`src/rtl/mac_sequencer_pkg.sv`:
```
// Shared types and helpers for the mac_sequencer block (optional overflow flag: MAC_SEQUENCER_OVF_EN).
package mac_seq_pkg;

    localparam int SZ_DEF    = 8;
    localparam int LEN_W_DEF = 4;
    localparam int MAX_W     = 32;

    typedef enum logic [1:0] {
        ST_IDLE  = 2'd0,
        ST_ACCUM = 2'd1,
        ST_DONE  = 2'd2
    } state_t;

    // Low MAX_W bits of the product; callers narrow further to their own width.
    function automatic logic [MAX_W-1:0] trunc_prod(input logic [MAX_W-1:0] a,
                                                    input logic [MAX_W-1:0] b);
        return a * b;
    endfunction

endpackage

```
`src/rtl/mac_sequencer_if.sv`:
```
// Job control, operand stream and result handshake of mac_sequencer (ovf present with MAC_SEQUENCER_OVF_EN).
interface mac_sequencer_if
    import mac_seq_pkg::*;
#(
    parameter int SZ    = SZ_DEF,
    parameter int LEN_W = LEN_W_DEF
);
    logic             start;
    logic [LEN_W-1:0] len;
    logic [SZ-1:0]    z_init;
    logic             abort;
    logic             busy;
    logic             op_req;
    logic             op_vld;
    logic [SZ-1:0]    x_in;
    logic [SZ-1:0]    y_in;
    logic             res_vld;
    logic [SZ-1:0]    res;
    logic             res_ack;
`ifdef MAC_SEQUENCER_OVF_EN
    logic             ovf;
`endif

    modport master (
        output start, len, z_init, abort, op_vld, x_in, y_in, res_ack,
`ifdef MAC_SEQUENCER_OVF_EN
        input  ovf,
`endif
        input  busy, op_req, res_vld, res
    );

    modport slave (
        input  start, len, z_init, abort, op_vld, x_in, y_in, res_ack,
`ifdef MAC_SEQUENCER_OVF_EN
        output ovf,
`endif
        output busy, op_req, res_vld, res
    );

endinterface

```
`src/rtl/mac_sequencer_step.sv`:
```
// mac_step: accumulator register with load and enable; next sum = acc + truncated x*y (wraps).
// With MAC_SEQUENCER_OVF_EN it also flags a nonzero product high half or an adder carry.
module mac_step
    import mac_seq_pkg::*;
#(
    parameter int SZ = SZ_DEF
) (
    input  logic          clk,
    input  logic          rst_n,
    input  logic          i_load,
    input  logic [SZ-1:0] i_z_init,
    input  logic          i_en,
    input  logic [SZ-1:0] i_x,
    input  logic [SZ-1:0] i_y,
`ifdef MAC_SEQUENCER_OVF_EN
    output logic          o_ovf_ev,
`endif
    output logic [SZ-1:0] o_acc,
    output logic [SZ-1:0] o_sum
);
    logic [SZ-1:0] r_acc;
    logic [SZ-1:0] w_prod;

    assign w_prod = SZ'(trunc_prod(MAX_W'(i_x), MAX_W'(i_y)));

`ifdef MAC_SEQUENCER_OVF_EN
    logic [SZ:0]     w_sum_x;
    logic [2*SZ-1:0] w_full;
    assign w_full   = {{SZ{1'b0}}, i_x} * {{SZ{1'b0}}, i_y};
    assign w_sum_x  = {1'b0, r_acc} + {1'b0, w_prod};
    assign o_sum    = w_sum_x[SZ-1:0];
    assign o_ovf_ev = (|w_full[2*SZ-1:SZ]) | w_sum_x[SZ];
`else
    assign o_sum    = r_acc + w_prod;
`endif

    assign o_acc = r_acc;

    // Accumulator: load wins over enable; otherwise hold.
    always_ff @(posedge clk or negedge rst_n) begin
        if (!rst_n) begin
            r_acc <= {SZ{1'b0}};
        end else if (i_load) begin
            r_acc <= i_z_init;
        end else if (i_en) begin
            r_acc <= o_sum;
        end else begin
            r_acc <= r_acc;
        end
    end

endmodule

```
`src/rtl/mac_sequencer.sv`:
```
// mac_sequencer: runs one multiply-accumulate job over len operand pairs and hands back the result.
// Optional sticky overflow output enabled by MAC_SEQUENCER_OVF_EN.
module mac_sequencer
    import mac_seq_pkg::*;
#(
    parameter int SZ    = SZ_DEF,
    parameter int LEN_W = LEN_W_DEF
) (
    input  logic           clk,
    input  logic           rst_n,
    mac_sequencer_if.slave io_bus
);
    state_t           r_state;
    logic [LEN_W-1:0] r_cnt;
    logic [SZ-1:0]    r_res;
    logic [SZ-1:0]    w_acc;
    logic [SZ-1:0]    w_sum;
    logic             w_load;
    logic             w_accept;
`ifdef MAC_SEQUENCER_OVF_EN
    logic             w_ovf_ev;
    logic             r_ovf;
    assign io_bus.ovf = r_ovf;
`endif

    // Abort outranks both job start and operand acceptance.
    assign w_load   = (r_state == ST_IDLE)  && io_bus.start  && !io_bus.abort;
    assign w_accept = (r_state == ST_ACCUM) && io_bus.op_vld && !io_bus.abort;

    mac_step #(.SZ(SZ)) u_step (
        .clk      (clk),
        .rst_n    (rst_n),
        .i_load   (w_load),
        .i_z_init (io_bus.z_init),
        .i_en     (w_accept),
        .i_x      (io_bus.x_in),
        .i_y      (io_bus.y_in),
`ifdef MAC_SEQUENCER_OVF_EN
        .o_ovf_ev (w_ovf_ev),
`endif
        .o_acc    (w_acc),
        .o_sum    (w_sum)
    );

    assign io_bus.busy    = (r_state != ST_IDLE);
    assign io_bus.op_req  = (r_state == ST_ACCUM);
    assign io_bus.res_vld = (r_state == ST_DONE);
    assign io_bus.res     = r_res;

    // Job FSM with remaining-pair counter and result register.
    always_ff @(posedge clk or negedge rst_n) begin
        if (!rst_n) begin
            r_state <= ST_IDLE;
            r_cnt   <= {LEN_W{1'b0}};
            r_res   <= {SZ{1'b0}};
`ifdef MAC_SEQUENCER_OVF_EN
            r_ovf   <= 1'b0;
`endif
        end else begin
            case (r_state)
                ST_IDLE: begin
                    if (w_load) begin
                        r_cnt <= io_bus.len;
`ifdef MAC_SEQUENCER_OVF_EN
                        r_ovf <= 1'b0;
`endif
                        if (io_bus.len == {LEN_W{1'b0}}) begin
                            r_state <= ST_DONE;
                            r_res   <= io_bus.z_init;
                        end else begin
                            r_state <= ST_ACCUM;
                        end
                    end else begin
                        r_state <= ST_IDLE;
                    end
                end
                ST_ACCUM: begin
                    if (io_bus.abort) begin
                        r_state <= ST_IDLE;
                    end else if (w_accept) begin
                        r_cnt <= r_cnt - {{(LEN_W-1){1'b0}}, 1'b1};
`ifdef MAC_SEQUENCER_OVF_EN
                        r_ovf <= r_ovf | w_ovf_ev;
`endif
                        if (r_cnt == {{(LEN_W-1){1'b0}}, 1'b1}) begin
                            r_state <= ST_DONE;
                            r_res   <= w_sum;
                        end else begin
                            r_state <= ST_ACCUM;
                        end
                    end else begin
                        r_state <= ST_ACCUM;
                    end
                end
                ST_DONE: begin
                    // acc is frozen here, so this keeps res equal to it.
                    r_res <= w_acc;
                    if (io_bus.abort || io_bus.res_ack) begin
                        r_state <= ST_IDLE;
                    end else begin
                        r_state <= ST_DONE;
                    end
                end
                default: begin
                    r_state <= ST_IDLE;
                end
            endcase
        end
    end

endmodule

```
`src/flat_wrapper.sv`:
```
// flat-port wrapper written by rule: the top's interface ports become plain ports
module mac_sequencer_flat import mac_seq_pkg::*;
#(
    parameter int SZ    = SZ_DEF,
    parameter int LEN_W = LEN_W_DEF
)
  (clk, rst_n, io_bus_start, io_bus_len, io_bus_z_init, io_bus_abort, io_bus_op_vld, io_bus_x_in, io_bus_y_in, io_bus_res_ack, io_bus_busy, io_bus_op_req, io_bus_res_vld, io_bus_res);
  mac_sequencer_if #(.SZ(SZ), .LEN_W(LEN_W)) io_bus_i ();
  input  logic clk;
  input  logic rst_n;
  input wire logic [$bits(io_bus_i.start)-1:0] io_bus_start;
  input wire logic [$bits(io_bus_i.len)-1:0] io_bus_len;
  input wire logic [$bits(io_bus_i.z_init)-1:0] io_bus_z_init;
  input wire logic [$bits(io_bus_i.abort)-1:0] io_bus_abort;
  input wire logic [$bits(io_bus_i.op_vld)-1:0] io_bus_op_vld;
  input wire logic [$bits(io_bus_i.x_in)-1:0] io_bus_x_in;
  input wire logic [$bits(io_bus_i.y_in)-1:0] io_bus_y_in;
  input wire logic [$bits(io_bus_i.res_ack)-1:0] io_bus_res_ack;
  output wire logic [$bits(io_bus_i.busy)-1:0] io_bus_busy;
  output wire logic [$bits(io_bus_i.op_req)-1:0] io_bus_op_req;
  output wire logic [$bits(io_bus_i.res_vld)-1:0] io_bus_res_vld;
  output wire logic [$bits(io_bus_i.res)-1:0] io_bus_res;
  assign io_bus_i.start = io_bus_start;
  assign io_bus_i.len = io_bus_len;
  assign io_bus_i.z_init = io_bus_z_init;
  assign io_bus_i.abort = io_bus_abort;
  assign io_bus_i.op_vld = io_bus_op_vld;
  assign io_bus_i.x_in = io_bus_x_in;
  assign io_bus_i.y_in = io_bus_y_in;
  assign io_bus_i.res_ack = io_bus_res_ack;
  assign io_bus_busy = io_bus_i.busy;
  assign io_bus_op_req = io_bus_i.op_req;
  assign io_bus_res_vld = io_bus_i.res_vld;
  assign io_bus_res = io_bus_i.res;
  mac_sequencer #(.SZ(SZ), .LEN_W(LEN_W)) u_core (.clk(clk), .rst_n(rst_n), .io_bus(io_bus_i));
endmodule
```
`config.mk`:
```
export PLATFORM = sky130hd
export DESIGN_NAME = mac_sequencer_flat
export DESIGN_NICKNAME = d
export VERILOG_FILES = /design/src/rtl/mac_sequencer_pkg.sv /design/src/rtl/mac_sequencer_if.sv /design/src/rtl/mac_sequencer_step.sv /design/src/rtl/mac_sequencer.sv /design/src/flat_wrapper.sv
export SDC_FILE = /design/constraint.sdc
export NUM_CORES = 1
export LEC_CHECK = 0
export CAP_MARGIN = 20
export CORE_MARGIN = 4
export CORE_UTILIZATION = 53
export CTS_CLUSTER_SIZE = 8
export DETAILED_ROUTE_END_ITERATION = 6
export PLACE_DENSITY = 0.86
export SYNTH_ARGS = -nofsm -noshare
export SYNTH_HDL_FRONTEND = slang
export SYNTH_HIERARCHICAL = 1
export SYNTH_SLANG_ARGS = --single-unit
```
`constraint.sdc`:
```
create_clock -name clk -period 5.11 [get_ports clk]
set_input_delay 1.022 -clock clk [delete_from_list [all_inputs] [get_ports clk]]
set_output_delay 1.022 -clock clk [all_outputs]
set_load 0.005 [all_outputs]
```
==> tab_implementation.tex, run 1 <==
\begin{tabular}{lr}
\hline
Metric & Value \\
\hline
\multicolumn{2}{l}{\textbf{Pwr}} \\
Power per standard cell area & 461 nW/um2 \\
Static power due to leakage & 1.47 nW \\
VDD IR-drop max & 0.327 mV \\
\multicolumn{2}{l}{\textbf{Yosys}} \\
Share of async-settable or async-resettable flops after synthesis & 100\% \\
Count of different cell masters after synthesis & 40 \\
Sequential element share of the synthesized area & 22.8\% \\
Largest cells by area after synthesis & sky130\_fd\_sc\_hd\_\_dfrtp\_1 23\%, sky130\_fd\_sc\_hd\_\_fa\_1 15\%, sky130\_fd\_sc\_hd\_\_ha\_1 12\% \\
Count leader, synth & sky130\_fd\_sc\_hd\_\_inv\_1 \\
Post-synth top area share & 22.8\% \\
Synthesized flop and latch total & 22 \\
Largest area contributor in the netlist & sky130\_fd\_sc\_hd\_\_dfrtp\_1 \\
Commonest cells post-synth & 42 x sky130\_fd\_sc\_hd\_\_inv\_1, 33 x sky130\_fd\_sc\_hd\_\_nand2\_1, 23 x sky130\_fd\_sc\_hd\_\_ha\_1 \\
Synth warnings & 6 \\
Most used flip-flop cell after synthesis & sky130\_fd\_sc\_hd\_\_dfrtp\_1 \\
Net count after synthesis & 343 \\
Area of the mapped netlist & 2410 um2 \\
Post-synth EDFFs & 0 \\
Cells after synthesis & 268 \\
Average footprint of a synthesized cell & 9.00 um2 \\
\multicolumn{2}{l}{\textbf{Route}} \\
DRC errors left & 0 \\
Detailed-router iteration count before antenna repair & 5 \\
Drt initial violations & 118 \\
Detailed-route wire length & 5.70 mm \\
Routed via count divided by cell count & 5.40 \\
Number of vias in the routed layout & 2009 \\
Antenna Violating Nets Remaining & 0 \\
Routed length per instance & 15.3 um \\
\multicolumn{2}{l}{\textbf{Clocking}} \\
Clock tree from TritonCTS & yes \\
Postcts setup bufs & 0 \\
H-tree depth & 1 \\
Clock net sink count & 22 \\
Root buffer cell & sky130\_fd\_sc\_hd\_\_clkbuf\_8 \\
Clk slew on worst S/H paths & 0.07 ns \\
Number of buffers created by CTS & 3 \\
Latest clock arrival within the worst-skew pair & 0.26 ns \\
Post-CTS Hold Buffers & 0 \\
Clock Path Buffers & 2 \\
\multicolumn{2}{l}{\textbf{Setup path}} \\
Startpoint-to-endpoint class of the critical path & in -> reg \\
Combined buffer and inverter count along the critical path & 4 \\
Worst setup SP type & primary input \\
Element type at the critical path end & flip-flop \\
Slowest cell on the critical path & sky130\_fd\_sc\_hd\_\_clkdlybuf4s50\_1 \\
Highest fanout seen on the critical path & 3 \\
Cells along the critical path & clkdlybuf4s50\_1, nand2\_1, fa\_1, inv\_1, fa\_1, ha\_1, inv\_1, fa\_2, fa\_1, inv\_1, a21o\_1, a21oi\_1, xnor2\_1, xnor2\_1, a22oi\_1, a21oi\_1, mux2\_4 \\
Endpoint arrival time on the critical path & 5.09 ns \\
Family with the most delay on the worst path & adder cells \\
Worst Path Required & 5.25 ns \\
Stage delay of the slowest cell on the critical path & 0.53 ns \\
\multicolumn{2}{l}{\textbf{Floorplanning}} \\
Row count & 24 \\
Core Region & 4380 um2 \\
Die H & 75.4 um \\
Die Span X & 75.4 um \\
Starting Density & 55.0\% \\
Area enclosed by the die boundary & 5690 um2 \\
Number of placed I/O pins & 45 \\
\multicolumn{2}{l}{\textbf{GRT}} \\
Via count of the first global-routing pass & 2033 \\
Antenna violations before repair & 0 \\
Global Route Usage Sum & 21.5\% \\
Final global-route overflow total & 0 \\
Maximum number of pins on one net before global-route repair & 23 \\
First-pass GRT wire length & 9.40 mm \\
\multicolumn{2}{l}{\textbf{Outcome}} \\
Status & completed \\
\multicolumn{2}{l}{\textbf{STA}} \\
Setup violators final & 0 \\
Share of the clock period used by the worst path & 96.8\% \\
Unrepaired setup endpoints after global routing & no \\
Skew final & 0.00466 ns \\
Max-slew headroom at the worst pin & 50.7\% \\
Actual transition at the worst max-transition pin & 0.739 ns \\
Number of pins exceeding their max-slew limit in the final report & 0 \\
Final min period & 4.94 ns \\
Peak clock frequency supported by timing & 202 MHz \\
Fin Setup TNS & 0 ns \\
Final-report hold violation count & 0 \\
Smallest hold slack & 0.518 ns \\
\multicolumn{2}{l}{\textbf{Worst hold path}} \\
Type of the most critical hold path & reg -> reg \\
\multicolumn{2}{l}{\textbf{Cells and area}} \\
Antenna diode count & 0 \\
Post-layout util & 69.6\% \\
Count of nets after finishing & 397 \\
Post-route standard cell area excluding fillers & 3050 um2 \\
Fraction of layout instances using a drive strength above 1 & 9.06\% \\
P\&R area growth vs syn & 26.6\% \\
\multicolumn{2}{l}{\textbf{Flow run}} \\
Max-cap violation count & 0 \\
\multicolumn{2}{l}{\textbf{Placed design}} \\
Placer Congestion & 0.871 \\
Input/output buffers & 44 \\
Placement-stage cell area & 2960 um2 \\
Post-DP HPWL & 4.54 mm \\
\hline
\end{tabular}
timing repair:
item                       in CTS  in global routing
gates resized for setup         1                  5
setup endpoints to repair       1                  3
pin swaps                       0                  2
power by group:
group / internal [mW] / total [mW] / switching (mW)
logic: 0.526 / 1.00 / 0.475
registers: 0.245 / 0.301 / 0.0555
clock network: 0.0526 / 0.105 / 0.0520
per-stage QoR:
step                      total power, mW  std cells  worst slack, ns
after floorplan                     0.955        268            0.588
after global placement               1.25        367          -0.0962
after detailed placement             1.28        367           -0.256
after CTS                            1.40        370           0.0158
after global routing                 1.55        372          0.00389
final                                1.41        372            0.166
registers in the layout, indices dropped and copies added (netlist names):
name and count:
u_core/io_bus.res 8, u_core/r_state 2, u_core/r_cnt 4, u_core/u_step/o_acc 8
layout by cell type (no fill, tap or decap), types with 2 or more instances in the layout:
cell type / netlist / layout
sky130_fd_sc_hd__or3_1: 2 / 2
sky130_fd_sc_hd__fa_1: 18 / 17
sky130_fd_sc_hd__nor2b_1: 2 / 2
sky130_fd_sc_hd__nand3_1: 2 / 2
sky130_fd_sc_hd__dfrtp_1: 22 / 22
sky130_fd_sc_hd__a22oi_1: 8 / 8
sky130_fd_sc_hd__xnor2_1: 17 / 17
sky130_fd_sc_hd__nor3_1: 3 / 3
sky130_fd_sc_hd__mux2i_1: 10 / 10
sky130_fd_sc_hd__clkbuf_8: 0 / 3
sky130_fd_sc_hd__a21o_1: 2 / 2
sky130_fd_sc_hd__nand2_1: 33 / 33
sky130_fd_sc_hd__buf_4: 0 / 14
sky130_fd_sc_hd__and2_1: 14 / 14
sky130_fd_sc_hd__nor2_1: 11 / 11
sky130_fd_sc_hd__clkdlybuf4s50_1: 0 / 39
sky130_fd_sc_hd__dlymetal6s2s_1: 0 / 4
sky130_fd_sc_hd__o22ai_1: 3 / 3
sky130_fd_sc_hd__ha_1: 23 / 23
sky130_fd_sc_hd__inv_1: 42 / 42
sky130_fd_sc_hd__o21ai_1: 7 / 7
sky130_fd_sc_hd__a21oi_1: 15 / 15
sky130_fd_sc_hd__mux2_4: 8 / 8
worst paths after layout:
kind                                           to  cells past startpoint  slack, ns                    from
max                          u_core/io_bus.res[7]                     17       0.17          io_bus_x_in[4]
min                          u_core/io_bus.res[0]                      1       0.52    u_core/io_bus.res[0]
max reg2reg                  u_core/io_bus.res[7]                     16       1.04  u_core/u_step/o_acc[4]
min reg2reg                  u_core/io_bus.res[0]                      1       0.52    u_core/io_bus.res[0]
max in group asynchronous  u_core/u_step/o_acc[5]                      2       3.75                   rst_n
min in group asynchronous       u_core/r_state[0]                      1       0.98                   rst_n
logic make-up (layout without fill, tap and decap cells):
group           after synthesis  in the layout  share of synthesized area, %
mux                          18             18                          9.13
buf+inv                      52            104                          8.61
compound gates               42             42                          10.7
flops                        22             22                          22.8
fa+ha+maj                    41             41                          26.9
xor+xnor                     18             18                          6.54
simple gates                 75             75                          15.3
area by class of cell:
| type | instances | area (um2) |
|---|---|---|
| Timing Repair Buffer | 59 | 582 |
| Tap cell | 52 | 65.1 |
| Fill cell | 343 | 1330 |
| Clock buffer | 3 | 41.3 |
| Sequential cell | 22 | 551 |
| Inverter | 42 | 158 |
| Multi-Input combinational cell | 194 | 1660 |
layer usage:
metal / track usage [%] / share of wire (%) / up-vias
li1: - / - / 977
met1: 29.6 / 45 / 969
met2: 36.0 / 50 / 56
met3: 3.43 / 4.4 / 7
met4: 4.27 / 0.88 / 0
met5: 0 / 0 / -
No activity file was read; power rests on OpenSTA's default activity.
==> run 2: changes to the inputs <==
--- a/config.mk
+++ b/config.mk
@@ -8,7 +8,7 @@
 export CAP_MARGIN = 20
 export CORE_MARGIN = 4
 export CORE_UTILIZATION = 53
-export CTS_CLUSTER_SIZE = 8
+export CTS_CLUSTER_SIZE = 30
 export DETAILED_ROUTE_END_ITERATION = 6
 export PLACE_DENSITY = 0.86
 export SYNTH_ARGS = -nofsm -noshare
==> results of run 2 <==
Final layout, timing and power as in run 1 (identical DEF).
